--- config.mk ---
export PLATFORM = sky130hd
export DESIGN_NAME = ex_mdu
export DESIGN_NICKNAME = d
export VERILOG_FILES = /design/src/rtl/ex_mdu.sv
export SDC_FILE = /design/constraint.sdc
export NUM_CORES = 2
export LEC_CHECK = 0
export CAP_MARGIN = 20
export CORE_UTILIZATION = 35
export DETAILED_ROUTE_END_ITERATION = 8
export PLACE_DENSITY_LB_ADDON = 0.3
export SETUP_SLACK_MARGIN = 0.05
export SKIP_CTS_REPAIR_TIMING = 1
export SLEW_MARGIN = 5
export SYNTH_ARGS = -nofsm -noshare
export SYNTH_HDL_FRONTEND = slang
export SYNTH_SLANG_ARGS = --single-unit
--- constraint.sdc ---
create_clock -name clk -period 18.3 [get_ports clk]
set_input_delay 4.575 -clock clk [delete_from_list [all_inputs] [get_ports clk]]
set_output_delay 4.575 -clock clk [all_outputs]
set_load 0.02 [all_outputs]
--- src/rtl/ex_mdu.sv ---
// RV32M multiply/divide unit for the EX stage: single-cycle-registered multiply,
// 32-step restoring divide with sign fix-up, and stall/done handshake to the pipeline.
module ex_mdu (
  input  logic        clk,
  input  logic        rst,
  input  logic        start,
  input  logic [2:0]  funct3,
  input  logic [31:0] op_a,
  input  logic [31:0] op_b,
  input  logic        flush,
  output logic        stall,
  output logic        done,
  output logic [31:0] result
);

  localparam logic [2:0] S_IDLE = 3'd0;
  localparam logic [2:0] S_MUL  = 3'd1;
  localparam logic [2:0] S_DIV  = 3'd2;
  localparam logic [2:0] S_FIX  = 3'd3;
  localparam logic [2:0] S_DONE = 3'd4;

  logic [2:0]  r_state;
  logic [2:0]  r_f3;
  logic [31:0] r_a, r_b;
  logic [31:0] r_rem, r_quo, r_dvs;
  logic [4:0]  r_cnt;
  logic        r_neg_q, r_neg_r;
  logic [31:0] r_result;

  // Accept-time decode, taken straight from the input operands
  logic        w_accept, w_sgn, w_b_zero, w_ovf, w_bypass;
  logic [31:0] w_abs_a, w_abs_b, w_byp_res;

  assign w_accept  = (r_state == S_IDLE) && start && !flush;
  assign w_sgn     = !funct3[0];
  assign w_b_zero  = (op_b == 32'h0);
  assign w_ovf     = w_sgn && (op_a == 32'h8000_0000) && (op_b == 32'hFFFF_FFFF);
  assign w_bypass  = w_b_zero || w_ovf;
  assign w_abs_a   = (w_sgn && op_a[31]) ? -op_a : op_a;
  assign w_abs_b   = (w_sgn && op_b[31]) ? -op_b : op_b;
  assign w_byp_res = funct3[1] ? (w_b_zero ? op_a : 32'h0)
                               : (w_b_zero ? 32'hFFFF_FFFF : 32'h8000_0000);

  // Multiply: sign-extend to 64 bits so a plain 64-bit product covers all four forms
  logic        w_sa, w_sb;
  logic [63:0] w_ea, w_eb, w_prod;
  logic [31:0] w_mul_res;

  assign w_sa      = (r_f3[1:0] == 2'b01) || (r_f3[1:0] == 2'b10);
  assign w_sb      = (r_f3[1:0] == 2'b01);
  assign w_ea      = {{32{w_sa & r_a[31]}}, r_a};
  assign w_eb      = {{32{w_sb & r_b[31]}}, r_b};
  assign w_prod    = w_ea * w_eb;
  assign w_mul_res = (r_f3[1:0] == 2'b00) ? w_prod[31:0] : w_prod[63:32];

  // One restoring step: shift next dividend bit into the partial remainder
  logic [32:0] w_shift;
  logic        w_ge;
  logic [31:0] w_sub;
  logic [31:0] w_fix_q, w_fix_r;

  assign w_shift = {r_rem, r_quo[31]};
  assign w_ge    = (w_shift >= {1'b0, r_dvs});
  assign w_sub   = w_shift[31:0] - r_dvs;
  assign w_fix_q = r_neg_q ? -r_quo : r_quo;
  assign w_fix_r = r_neg_r ? -r_rem : r_rem;

  always_ff @(posedge clk) begin
    if (rst) begin
      r_state  <= S_IDLE;
      r_f3     <= 3'd0;
      r_a      <= 32'h0;
      r_b      <= 32'h0;
      r_rem    <= 32'h0;
      r_quo    <= 32'h0;
      r_dvs    <= 32'h0;
      r_cnt    <= 5'd0;
      r_neg_q  <= 1'b0;
      r_neg_r  <= 1'b0;
      r_result <= 32'h0;
    end else if (flush) begin
      r_state <= S_IDLE;
      r_cnt   <= 5'd0;
    end else begin
      case (r_state)
        S_IDLE: begin
          if (w_accept) begin
            r_f3    <= funct3;
            r_a     <= op_a;
            r_b     <= op_b;
            r_rem   <= 32'h0;
            r_quo   <= w_abs_a;
            r_dvs   <= w_abs_b;
            r_cnt   <= 5'd0;
            r_neg_q <= w_sgn && (op_a[31] ^ op_b[31]);
            r_neg_r <= w_sgn && op_a[31];
            if (!funct3[2]) begin
              r_state <= S_MUL;
            end else if (w_bypass) begin
              r_result <= w_byp_res;
              r_state  <= S_DONE;
            end else begin
              r_state <= S_DIV;
            end
          end
        end
        S_MUL: begin
          r_result <= w_mul_res;
          r_state  <= S_DONE;
        end
        S_DIV: begin
          r_rem <= w_ge ? w_sub : w_shift[31:0];
          r_quo <= {r_quo[30:0], w_ge};
          r_cnt <= r_cnt + 5'd1;
          if (r_cnt == 5'd31) r_state <= S_FIX;
        end
        S_FIX: begin
          r_result <= r_f3[1] ? w_fix_r : w_fix_q;
          r_state  <= S_DONE;
        end
        S_DONE:  r_state <= S_IDLE;
        default: r_state <= S_IDLE;
      endcase
    end
  end

  assign stall  = w_accept || (r_state == S_MUL) || (r_state == S_DIV) || (r_state == S_FIX);
  assign done   = (r_state == S_DONE);
  assign result = r_result;

endmodule

==> flow_summary_export.csv <==
group,metric,value,unit
timing,fmax,92.2,MHz
placement,post-place-ws,7520,ps
detailed_routing,via_count,40693,
power_and_ir_drop,p_per_area,30.4,nW/um^2
detailed_routing,drt_first_iter_violations,2675,
placement,dp.cells,7848,
yosys,syn_area_per_cell,8.39,um^2
placement,port_buffers,104,
global_routing,grt_start_max_net_pins,91,
power_and_ir_drop,p_leak,24.4,nW
final_layout,final_cell_count_no_fill,7898,
timing,finalSetupTns,0,ps
global_routing,grt_pass1_wl,247,mm
worst_setup_path,crit_arrival,11260,ps
power_and_ir_drop,irDropWorstVdd,0.0665,mV
worst_setup_path,critical_path_class,"reg -> reg",
detailed_routing,dr.pass1.iters,6,
final_layout,final_common_cell,"inv_1",
placement,routabilityCongestion,0.953,
power_and_ir_drop,seq_power_share,28.8,%
yosys,ys.warnings.count,0,
floorplanning,die_area,148000,um^2
yosys,ys_types,75,
clock_network,h-tree-depth,1,
yosys,synthFlopType,"dfxtp_1",
floorplanning,row_count,140,
clock_network,clkTransAtPathRegs,60,ps
final_layout,drive_gt1_share,3.01,%
worst_setup_path,endpoint_kind,"flip-flop",
min_path,whs_endpoint,"r_a[16]$_SDFFE_PP0P_",
worst_setup_path,r2r_end,"result[29]$_SDFFE_PP0P_",
detailed_routing,drc,0,
clock_network,numCtsBuffers,26,
timing,period_share,59.3,%
placement,dp_hpwl,124,mm
timing,finalSetupViolations,0,
floorplanning,initial_core_util,35.2,%
clock_network,cts_tree,"done",
min_path,holdCritStartpoint,"r_a[16]$_SDFFE_PP0P_",
worst_setup_path,cp.required,18710,ps
power_and_ir_drop,power_switching,0.673,mW
floorplanning,die_y,385,um
yosys,ys_seq_area_share,7.93,%
power_and_ir_drop,p_comb_share,39.3,%
yosys,ys_ff_latch,203,
power_and_ir_drop,finalPower,1.67,mW
final_layout,fin_area,54900,um^2
worst_setup_path,critPathMaxFanout,19,
final_layout,mostFrequentLayoutCells,"1288 x inv_1, 1126 x fa_1, 1065 x nand2_1",
yosys,netlist_instances,6108,
min_path,min_path_cells,2,
global_routing,track_usage,21.3,%
floorplanning,io_pins,105,
worst_setup_path,r2r_slack,7450,ps
detailed_routing,drt.antenna.violating_nets,0,
min_path,holdCritPathClass,"reg -> reg",
detailed_routing,wl_per_cell,19.5,um
power_and_ir_drop,p_int,0.993,mW
yosys,netlist_area,51200,um^2
floorplanning,core_area,145000,um^2
worst_setup_path,slowest_stage,"ha_1",
timing,fin_skew,30.3,ps
outcome,run_status,"complete, no violations",
clock_network,clk_path_buf_depth,3,
power_and_ir_drop,p_sw_share,40.4,%
clock_network,clockRootBuffer,"clkbuf_16",
worst_setup_path,cp_common_cell,"fa_1",
worst_setup_path,cpPeakStageDelay,1020,ps
yosys,synth_nets,7558,
global_routing,grt_pass1_vias,42739,
global_routing,overflow,0,
clock_network,clk_latency,560,ps
clock_network,cts_sinks,203,
timing,hold_viol_final,0,
timing,setup_slack,7450,ps
power_and_ir_drop,clkPwrFrac,32.0,%
worst_setup_path,reg2reg_depth,31,
final_layout,fillCellCount,14999,
timing,hold_ws,456,ps
timing,drv_slew,0,
timing,relSlewSlack,31.1,%
detailed_routing,totalWireLength,154,mm
timing,post-route-min-period,10850,ps
timing,worst_pin_slew,1030,ps
final_layout,finalNetCount,7412,
worst_setup_path,r2r_start,"r_f3[1]$_SDFFE_PP0P_",
yosys,synth_edf_count,0,
yosys,async_flop_share,0,%
floorplanning,die_x,385,um
timing,rsz0062_at_grt,"false",
placement,dpl_cell_area,54000,um^2
final_layout,area_growth,7.13,%
final_layout,final_util,37.7,%
detailed_routing,via_per_inst,5.15,
flow_run,max_cap_viol_count,0,
global_routing,antenna_found_initial,4,
worst_setup_path,cp-start-kind,"flip-flop",
==> area by class of cell <==
type	instances	area [um^2]	share of cell area, %
diodes	1	2.50	0.00456
multi-input cells	4252	41000	74.7
inverters	1289	4840	8.82
flip-flops and latches	203	4070	7.42
clock inverters	9	103	0.187
repair buffers	190	1710	3.12
clock buffers	37	763	1.39
well taps	1917	2400	4.37
==> flip-flops by register name, indices dropped and copies added, names as in the netlist <==
signal,flops
r_rem,32
r_dvs,31
r_f3,2
r_b,32
r_cnt,5
r_neg_q,1
result,32
r_quo,32
r_state,3
r_neg_r,1
r_a,32
==> worst max path at each step <==
| stage | startpoint | endpoint | cells after the start |
|---|---|---|---|
| 2_1_floorplan | flush | stall | 2 |
| 3_3_place_gp | flush | stall | 4 |
| 3_5_place_dp | r_f3[1]$_SDFFE_PP0P_ | result[29]$_SDFFE_PP0P_ | 31 |
| 4_1_cts | r_f3[1]$_SDFFE_PP0P_ | result[29]$_SDFFE_PP0P_ | 31 |
| 5_1_grt | r_f3[1]$_SDFFE_PP0P_ | result[29]$_SDFFE_PP0P_ | 31 |
| 6_report | r_f3[1]$_SDFFE_PP0P_ | result[29]$_SDFFE_PP0P_ | 31 |
==> cells by family after synthesis <==
kind of cell	share of synthesized area [%]
and+or+nand+nor	16.5
adders and majority gates	50.2
DFF	7.93
AOI/OAI and AO/OA	9.29
muxes	0.320
buffers and inverters	12.1
xor gates and xnor gates	3.61
==> cells in the mapped netlist (4+ instances only) <==
cell,count,area share (%)
a21boi_0,4,0.059
fa_1,1126,44
o21ai_0,163,1.6
or2_2,15,0.18
inv_1,1288,9.4
o31ai_1,40,0.59
o211ai_1,12,0.18
a2111oi_0,4,0.068
o21bai_1,18,0.26
a21o_1,41,0.60
a21oi_1,262,2.6
nor3_1,52,0.51
buf_1,5,0.037
a32oi_1,4,0.068
a211o_1,7,0.12
nand2_1,1065,7.8
and3_1,32,0.39
ha_1,253,6.2
nor2_1,267,2.0
o41ai_1,16,0.27
a311oi_1,11,0.19
xnor2_1,122,2.1
o21a_1,9,0.13
a211oi_1,59,0.86
nand4_1,34,0.42
dfxtp_1,203,7.9
nor2b_1,14,0.17
or3_1,21,0.26
nand3b_1,4,0.059
o22ai_1,10,0.12
nor4_1,17,0.21
clkbuf_1,352,2.6
a31o_2,6,0.10
buf_2,7,0.068
xor2_1,89,1.5
a221oi_1,34,0.58
o31a_1,5,0.085
a31oi_1,11,0.13
mux2i_1,13,0.25
or4_1,17,0.25
nand3_1,40,0.39
and2_1,277,3.4
nand2b_1,17,0.21
nor3b_1,4,0.059
o2111ai_1,8,0.14
==> routing by layer <==
| layer | global-route usage [%] | routed length, um | vias up |
|---|---|---|---|
| met5 | 0 | 13 | - |
| met1 | 28.9 | 66200 | 21175 |
| met4 | 4.89 | 4160 | 2 |
| met2 | 36.9 | 75900 | 1147 |
| met3 | 1.68 | 7930 | 188 |
| li1 | - | - | 18181 |
==> worst max-delay path: cells and delay by family (launching register included) <==
family / cells / cell delay (ps)
buffers and inverters: 9 / 1580
flip-flops: 1 / 330
XOR/XNOR: 1 / 180
AO/OA/AOI/OAI: 6 / 1480
AND/OR/NAND/NOR: 5 / 1290
adder cells (fa/ha/maj): 10 / 5790
==> power groups by stage <==
stage	Sequential [mW]	Combinational [mW]	Clock [mW]
after global placement	0.488	0.643	0
after CTS	0.479	0.654	0.539
after global routing	0.481	0.718	0.554
final	0.479	0.654	0.532
after detailed placement	0.489	0.647	0
after floorplan	0.481	0.414	0
Power figures use the tool's default switching activity.
